File: config.mk
export PLATFORM = sky130hd
export DESIGN_NAME = write_address_gen
export DESIGN_NICKNAME = d
export VERILOG_FILES = /design/src/rtl/write_address_gen_pkg.sv /design/src/rtl/write_address_gen_gray2bin.sv /design/src/rtl/write_address_gen.sv
export SDC_FILE = /design/constraint.sdc
export NUM_CORES = 1
export LEC_CHECK = 0
export CORE_UTILIZATION = 38
export DETAILED_ROUTE_END_ITERATION = 8
export GPL_ROUTABILITY_DRIVEN = 0
export PLACE_DENSITY = 0.66
export SLEW_MARGIN = 30
export SYNTH_ARGS = -nofsm -noshare
export SYNTH_HDL_FRONTEND = slang
export SYNTH_SLANG_ARGS = --single-unit
export TNS_END_PERCENT = 10
File: constraint.sdc
create_clock -name w_clk -period 3.4 [get_ports w_clk]
set_input_delay 0.51 -clock w_clk [delete_from_list [all_inputs] [get_ports w_clk]]
set_output_delay 0.51 -clock w_clk [all_outputs]
set_load 0.05 [all_outputs]
File: src/rtl/write_address_gen_pkg.sv
// Shared FIFO package: default geometry and Gray/binary pointer conversions.
// Used by both the write-side and the read-side address generators.
// Conversions work on a 32-bit container. Callers zero-extend narrower
// pointers and truncate the result, which is exact for both directions
// because leading zero Gray bits map to leading zero binary bits.
package write_address_gen_pkg;

  localparam int FIFO_ADDR_WIDTH  = 5;
  localparam int FIFO_AFULL_LEVEL = 28;

  function automatic logic [31:0] bin2gray(input logic [31:0] b);
    return b ^ (b >> 1);
  endfunction

  // Binary bit i is the XOR of Gray bits 31..i.
  function automatic logic [31:0] gray2bin(input logic [31:0] g);
    logic [31:0] b;
    b[31] = g[31];
    for (int i = 30; i >= 0; i--) b[i] = b[i+1] ^ g[i];
    return b;
  endfunction

endpackage

File: src/rtl/write_address_gen_gray2bin.sv
// gray2bin: combinational Gray-to-binary converter of parameterized width.
//   gray_i : Gray-coded input  [WIDTH-1:0]
//   bin_o  : binary output     [WIDTH-1:0]
module gray2bin
  import write_address_gen_pkg::*;
#(
  parameter int WIDTH = FIFO_ADDR_WIDTH + 1
) (
  input  logic [WIDTH-1:0] gray_i,
  output logic [WIDTH-1:0] bin_o
);

  assign bin_o = WIDTH'(write_address_gen_pkg::gray2bin(32'(gray_i)));

endmodule

File: src/rtl/write_address_gen.sv
// write_address_gen: write-side pointer logic of an async FIFO.
// Keeps a binary write pointer, exports its Gray form to the read side,
// and derives full / almost-full / level from the synchronized read pointer.
//   w_clk, reset    : write clock, async active-high reset
//   w_en            : producer write request
//   sync_read_ptr   : Gray read pointer already synchronized into w_clk
//   overflow_clr    : clears sticky w_overflow
//   w_address       : memory address for the current write
//   w_write         : memory write strobe (w_en & ~w_full)
//   w_ptr           : registered Gray write pointer
//   w_full, w_almost_full, w_level : registered status
//   w_overflow      : sticky, a write was attempted while full
module write_address_gen
  import write_address_gen_pkg::*;
#(
  parameter int ADDR_WIDTH  = FIFO_ADDR_WIDTH,
  parameter int AFULL_LEVEL = FIFO_AFULL_LEVEL
) (
  input  logic                  w_clk,
  input  logic                  reset,
  input  logic                  w_en,
  input  logic [ADDR_WIDTH:0]   sync_read_ptr,
  input  logic                  overflow_clr,
  output logic [ADDR_WIDTH-1:0] w_address,
  output logic                  w_write,
  output logic [ADDR_WIDTH:0]   w_ptr,
  output logic                  w_full,
  output logic                  w_almost_full,
  output logic [ADDR_WIDTH:0]   w_level,
  output logic                  w_overflow
);

  localparam int PW = ADDR_WIDTH + 1;
  localparam logic [ADDR_WIDTH:0] AFULL_TH = PW'(AFULL_LEVEL);

  logic [ADDR_WIDTH:0] w_bin_q, w_bin_d;
  logic [ADDR_WIDTH:0] w_ptr_q, w_ptr_d;
  logic [ADDR_WIDTH:0] w_level_q, w_level_d;
  logic                w_full_q, w_full_d;
  logic                w_afull_q, w_afull_d;
  logic                w_ovf_q, w_ovf_d;
  logic [ADDR_WIDTH:0] r_bin;
  logic [ADDR_WIDTH:0] rptr_wrapped;

  gray2bin #(.WIDTH(PW)) u_rptr_g2b (
    .gray_i (sync_read_ptr),
    .bin_o  (r_bin)
  );

  always_comb begin
    w_write   = w_en & ~w_full_q;
    w_bin_d   = w_bin_q + PW'(w_write);
    w_ptr_d   = PW'(bin2gray(32'(w_bin_d)));
    // Full when the writer is exactly one lap ahead: in Gray code that is
    // the top two bits inverted and the rest equal.
    rptr_wrapped = {~sync_read_ptr[ADDR_WIDTH:ADDR_WIDTH-1],
                    sync_read_ptr[ADDR_WIDTH-2:0]};
    w_full_d  = (w_ptr_d == rptr_wrapped);
    // A stale read pointer only makes this larger, never smaller.
    w_level_d = w_bin_d - r_bin;
    w_afull_d = (w_level_d >= AFULL_TH);
    w_ovf_d   = w_ovf_q;
    if (overflow_clr)      w_ovf_d = 1'b0;
    if (w_en && w_full_q)  w_ovf_d = 1'b1;  // set wins over clear
  end

  always_ff @(posedge w_clk or posedge reset) begin
    if (reset) begin
      w_bin_q   <= '0;
      w_ptr_q   <= '0;
      w_level_q <= '0;
      w_full_q  <= 1'b0;
      w_afull_q <= 1'b0;
      w_ovf_q   <= 1'b0;
    end else begin
      w_bin_q   <= w_bin_d;
      w_ptr_q   <= w_ptr_d;
      w_level_q <= w_level_d;
      w_full_q  <= w_full_d;
      w_afull_q <= w_afull_d;
      w_ovf_q   <= w_ovf_d;
    end
  end

  assign w_address     = w_bin_q[ADDR_WIDTH-1:0];
  assign w_ptr         = w_ptr_q;
  assign w_full        = w_full_q;
  assign w_almost_full = w_afull_q;
  assign w_level       = w_level_q;
  assign w_overflow    = w_ovf_q;

endmodule
Yosys cells after proc, flatten, opt, wreduce, memory -nomap -nowiden:

Index checks and enable logic that the tools add are counted.
Widths: inputs -> output; s select.

* register bits after elaboration: 21
* output and inout bits: 21

* add/subtract/negate cells: 2
* $lt $le $gt $ge: 1
* equal/unequal tests: 1
* mux-type cells: 2
* bitwise gates (word level): 9
* reduce and logical (&&, ||, !) cells: 2

Operator list (number)
* $add 6x1->6: 1
* $eq 6x6->1: 1
* $ge 6x5->1 const B: 1
* $sub 6x6->6: 1
* $xor 6x5->6: 1
* $xor 1x1->1: 5
* $mux 1: 2
* $not 2->2: 1
* $reduce_bool 2->1: 1
* $and 1x1->1: 1
* $logic_and 1x1->1: 1
* $not 1->1: 1

Depth between registers and ports, before layout:

* depth in word-level cells: 7
* depth in mapped cells: 12
* gate-level depth less buffers: 12

Modules after synthesis:

A second synthesis with hierarchy kept.

* cell total of the unflattened synthesis: 105
* area, all modules: 1207.4 um^2

Modules (own cells, without submodules)
* write_address_gen: times used 1, cells each 97, area an instance 1114.8 um^2, seq. area each 500.5 um^2
* gray2bin: times used 1, cells each 8, area an instance 92.6 um^2, seq. area each 0.0 um^2

Least setup slack after synthesis:

No wires, ideal clock.

* kind: register to register
* from: register w_full_q (netlist: w_full)
* to: register w_afull_q (netlist: w_almost_full)
* data arrival time: 3.464 ns
* required time: 3.266 ns
* setup slack: -0.198 ns
* stages on the path, launching flop included: 12
* buffers on the path: 1
* period minus slack after synthesis: 3.598 ns
* cells stage by stage: dfrtp_1 nor2b_1 ha_1 ha_1 xor2_2 ha_1 clkbuf_1 xnor2_1 a31oi_1 o211ai_1 a32oi_1 o211ai_1

* longest elaborated chain between the ends: 5

Ends and longest elaborated chain
* start, declared: line write_address_gen.sv:39 `logic w_full_q, w_full_d;`
* start signal, assigned: line write_address_gen.sv:79 `w_full_q <= w_full_d;`
* $not 1->1: line write_address_gen.sv:51 `w_write = w_en & ~w_full_q;`
* $and 1x1->1: line write_address_gen.sv:51
* via w_write: line write_address_gen.sv:25 `output logic w_write,`
* $add 6x1->6: line write_address_gen.sv:52 `w_bin_d = w_bin_q + PW'(w_write);`
* via w_bin_d[2]: line write_address_gen.sv:36 `logic [ADDR_WIDTH:0] w_bin_q, w_bin_d;`
* $sub 6x6->6: line write_address_gen.sv:60 `w_level_d = w_bin_d - r_bin;`
* via w_level_d[2]: line write_address_gen.sv:38 `logic [ADDR_WIDTH:0] w_level_q, w_level_d;`
* $ge 6x5->1: line write_address_gen.sv:61 `w_afull_d = (w_level_d >= AFULL_TH);`
* via w_afull_d: line write_address_gen.sv:40 `logic w_afull_q, w_afull_d;`
* end signal, assigned: line write_address_gen.sv:80 `w_afull_q <= w_afull_d;`
* end, declared: line write_address_gen.sv:40

The timed path passes the listed nets, and every way through them passes these cells.
A chain may end at the register's enable or synchronous reset.

Final worst setup path:

* from: input port sync_read_ptr[5]
* to: register w_afull_q (netlist: w_almost_full)

* longest elaborated chain between the ends: 7

Ends and longest elaborated chain
* start, declared: line write_address_gen.sv:22 `input logic [ADDR_WIDTH:0] sync_read_ptr,`
* $xor 1x1->1 (*) (3 in series): line write_address_gen_pkg.sv:19 `for (int i = 30; i >= 0; i--) b[i] = b[i+1] ^ g[i];`
* $xor 1x1->1 (2 in series): line write_address_gen_pkg.sv:19
* $sub 6x6->6 (*): line write_address_gen.sv:60
* via w_level_d[2]: line write_address_gen.sv:38
* $ge 6x5->1 (*): line write_address_gen.sv:61
* via w_afull_d: line write_address_gen.sv:40

The timed path passes the listed nets; every way through them passes the cells marked *.

==> qor.txt <==
outcome - complete, no violations
total of flip-flops plus latches after synthesis - 20
wire length of the first global-routing pass - 3753 um
number of nets produced by synthesis - 130
area taken by multi-input logic gates - 686.9 um2
violation count after the first detailed-routing iteration - 20
initial antenna violation count - 0
sum of routed wire length over all layers - 2299 um
critical path start-end classification - in2reg
Hold Vio Cnt, Final - 0
largest fanout on the critical path - 4
maximum buffer depth of the clock tree - 2
mean instance size in the synthesized netlist - 11.00 um2
WL/cell - 11.67 um
clock tree from TritonCTS - built
detailed-route DRC error count - 0
gate count of the mapped netlist - 112
core outline area - 0.003053 mm2
CTS root buffer - clkbuf_4
most common cell after layout, fill and taps aside - clkdlybuf4s50_1
global routing met1 resource utilization - 19.27%
H-tree lvl count - 1
sequential cell area - 500.5 um2
FF-to-FF setup slack - 0.77 ns
count of filler cells inserted in the layout - 281
per-cell via count in the routed design - 4.690
number of nets in the finished design - 172
reg2reg start - w_full$_DFF_PP0_
Most Used Layer, Global Route - met2
final worst-path cycle share - 94.93%
clock period minus final worst setup slack - 3.227 ns
post-DP HPWL - 1833 um
via count of the first global-routing pass - 872
Port Buf Inserts - 30
initial core utilization - 40.37%
maximum number of pins on one net before global-route repair - 21
Antenna Nets Post-Route - 0
global-route usage over all layers - 14.59%
Synth Flop Type - dfrtp_1
total die area - 0.003475 mm2
final count of pins violating max slew - 0
number of flops mapped to enable cells by yosys - 0
final-report setup violation count - 0
number of diodes - 0
placed instance area - 0.001652 mm2
Worst Hold Depth - 2
highest-count cells in the layout ignoring fill and taps - clkdlybuf4s50_1 (30), dfrtp_1 (20), xnor2_1 (12), buf_4 (10), inv_1 (9)
MaxCap Viol Count - 0
kind of launch point of the worst setup path - primary input
Worst Tran Pin Value - 0.7167 ns
I/O pins - 31
number of cell instances on the worst register-to-register path - 10
clock latency at the later pin of the worst-skew pair - 0.31 ns
Layout area overhead - 36.95%
required time at the worst-slack endpoint - 3.59 ns
CP arrival - 3.42 ns
distinct cell type count after synthesis - 30
die outline width - 58.95 um
Post-synth ARST share - 100.0%
Post-CTS Hold Fix Bufs - 0
routing usage on met2 - 23.21%
Finished Cell Area - 0.001688 mm2
clock sink count - 20
total overflow reported by the global router - 0
Inserted Clock Buffers - 3
kind of path behind the tightest hold check - reg2reg
RSZ-0062 raised after global routing - no
clk_skew - 0.01102 ns
GR Layer Usage met3 - 3.077%
PostCTS Resize Cnt - 0
fmax - 0.3098 GHz
DR pass1 iterations - 4
Worst Setup End Kind - register
endpoint of the worst-slack reg-to-reg timing path - w_almost_full$_DFF_PP0_
cell area after technology mapping - 0.001232 mm2
layout cell share with drive strength beyond 1 - 15.69%
Yosys warning total - 0
sequential-to-total area share from yosys stat - 40.61%
startpoint of the worst hold path - w_overflow$_DFFE_PP0P_
floorplan row count - 20
DIE HEIGHT - 58.95 um
number of buffers inserted by post-CTS setup repair - 0
Endpoint, Worst Hold - w_overflow$_DFFE_PP0P_
via total after detailed routing - 924
worst slew slack as a fraction of its limit - 52.17%
clock transition time at the flip-flop clock pins of the worst setup and hold paths - 0.11 ns
final cells by class:
class | count | share of cell area (%)
tap | 44 | 3.262
timing repair buffer | 40 | 22.24
sequential | 20 | 29.65
multi-input combinational | 80 | 40.70
clock buffer | 4 | 2.150
inverter | 9 | 2.001
metrics by stage:
step	TNS (ns)	utilization, %	setup slack, ns	cells	hold WS [ns]
after detailed placement	-0.1520	54.10	-0.1520	193	0.5294
final	0	55.29	0.1725	197	0.5369
after global routing	0	55.29	0.02528	197	0.5811
after floorplan	0	-	0.1105	112	0.4738
after global placement	-0.05146	54.10	-0.05146	193	0.5120
after CTS	0	55.29	0.1523	197	0.5486
logic make-up after synthesis:
family / count (synthesis) / share of synthesized area (%)
simple gates: 25 / 10.66
mux: 2 / 1.827
fa+ha+maj: 8 / 8.731
buf+inv: 12 / 3.857
compound gates: 18 / 9.442
xor+xnor: 27 / 24.87
flops: 20 / 40.61
how the worst max path moves through the flow:
| stage | endpoint | startpoint | slack, ns | cells past startpoint |
|---|---|---|---|---|
| 6_report | w_almost_full$_DFF_PP0_ | sync_read_ptr[5] | 0.17 | 13 |
| 5_1_grt | w_almost_full$_DFF_PP0_ | sync_read_ptr[5] | 0.03 | 13 |
| 4_1_cts | w_almost_full$_DFF_PP0_ | sync_read_ptr[5] | 0.15 | 13 |
| 3_5_place_dp | w_almost_full$_DFF_PP0_ | sync_read_ptr[5] | -0.15 | 13 |
| 3_3_place_gp | w_almost_full$_DFF_PP0_ | sync_read_ptr[5] | -0.05 | 13 |
| 2_1_floorplan | w_almost_full$_DFF_PP0_ | w_full$_DFF_PP0_ | 0.11 | 11 |
critical path, cell delays in order:
cell and delay, ns:
clkdlybuf4s50_1 0.47, xnor2_2 0.25, xor2_2 0.22, xor2_2 0.22
xor2_2 0.18, xnor2_1 0.09, ha_1 0.21, fa_1 0.45
xnor2_1 0.18, a31oi_1 0.18, o211ai_1 0.12, a32oi_1 0.22
o211ai_1 0.11
cells in the mapped netlist, types with 2 or more instances:
master,count,share of area (%)
mux2_2,2,1.8
dfrtp_1,20,41
clkbuf_2,2,0.81
inv_1,9,2.7
xor2_1,8,5.7
xor2_2,4,5.3
nor2b_1,5,2.5
o21ai_0,2,0.81
nor4b_1,2,1.4
a31oi_1,2,1.0
xnor2_1,12,8.5
nand2_1,6,1.8
nand3_1,4,1.6
a21oi_1,6,2.4
nor2_1,5,1.5
ha_1,7,7.1
o211ai_1,3,1.8
flip-flops by register name (all words and copies together) (netlist names):
register,count
w_almost_full,1
w_full,1
w_ptr,5
w_bin_q,6
w_level,6
w_overflow,1
per-layer routing:
layer,part of all wire (%),up-vias
met4,1.7,0
met5,0,-
li1,-,456
met2,46,25
met3,4.6,5
met1,47,438
Power is left out: the tool's default activity adds up to more than one toggle a clock period on the data nets, which glitch-free logic cannot reach.
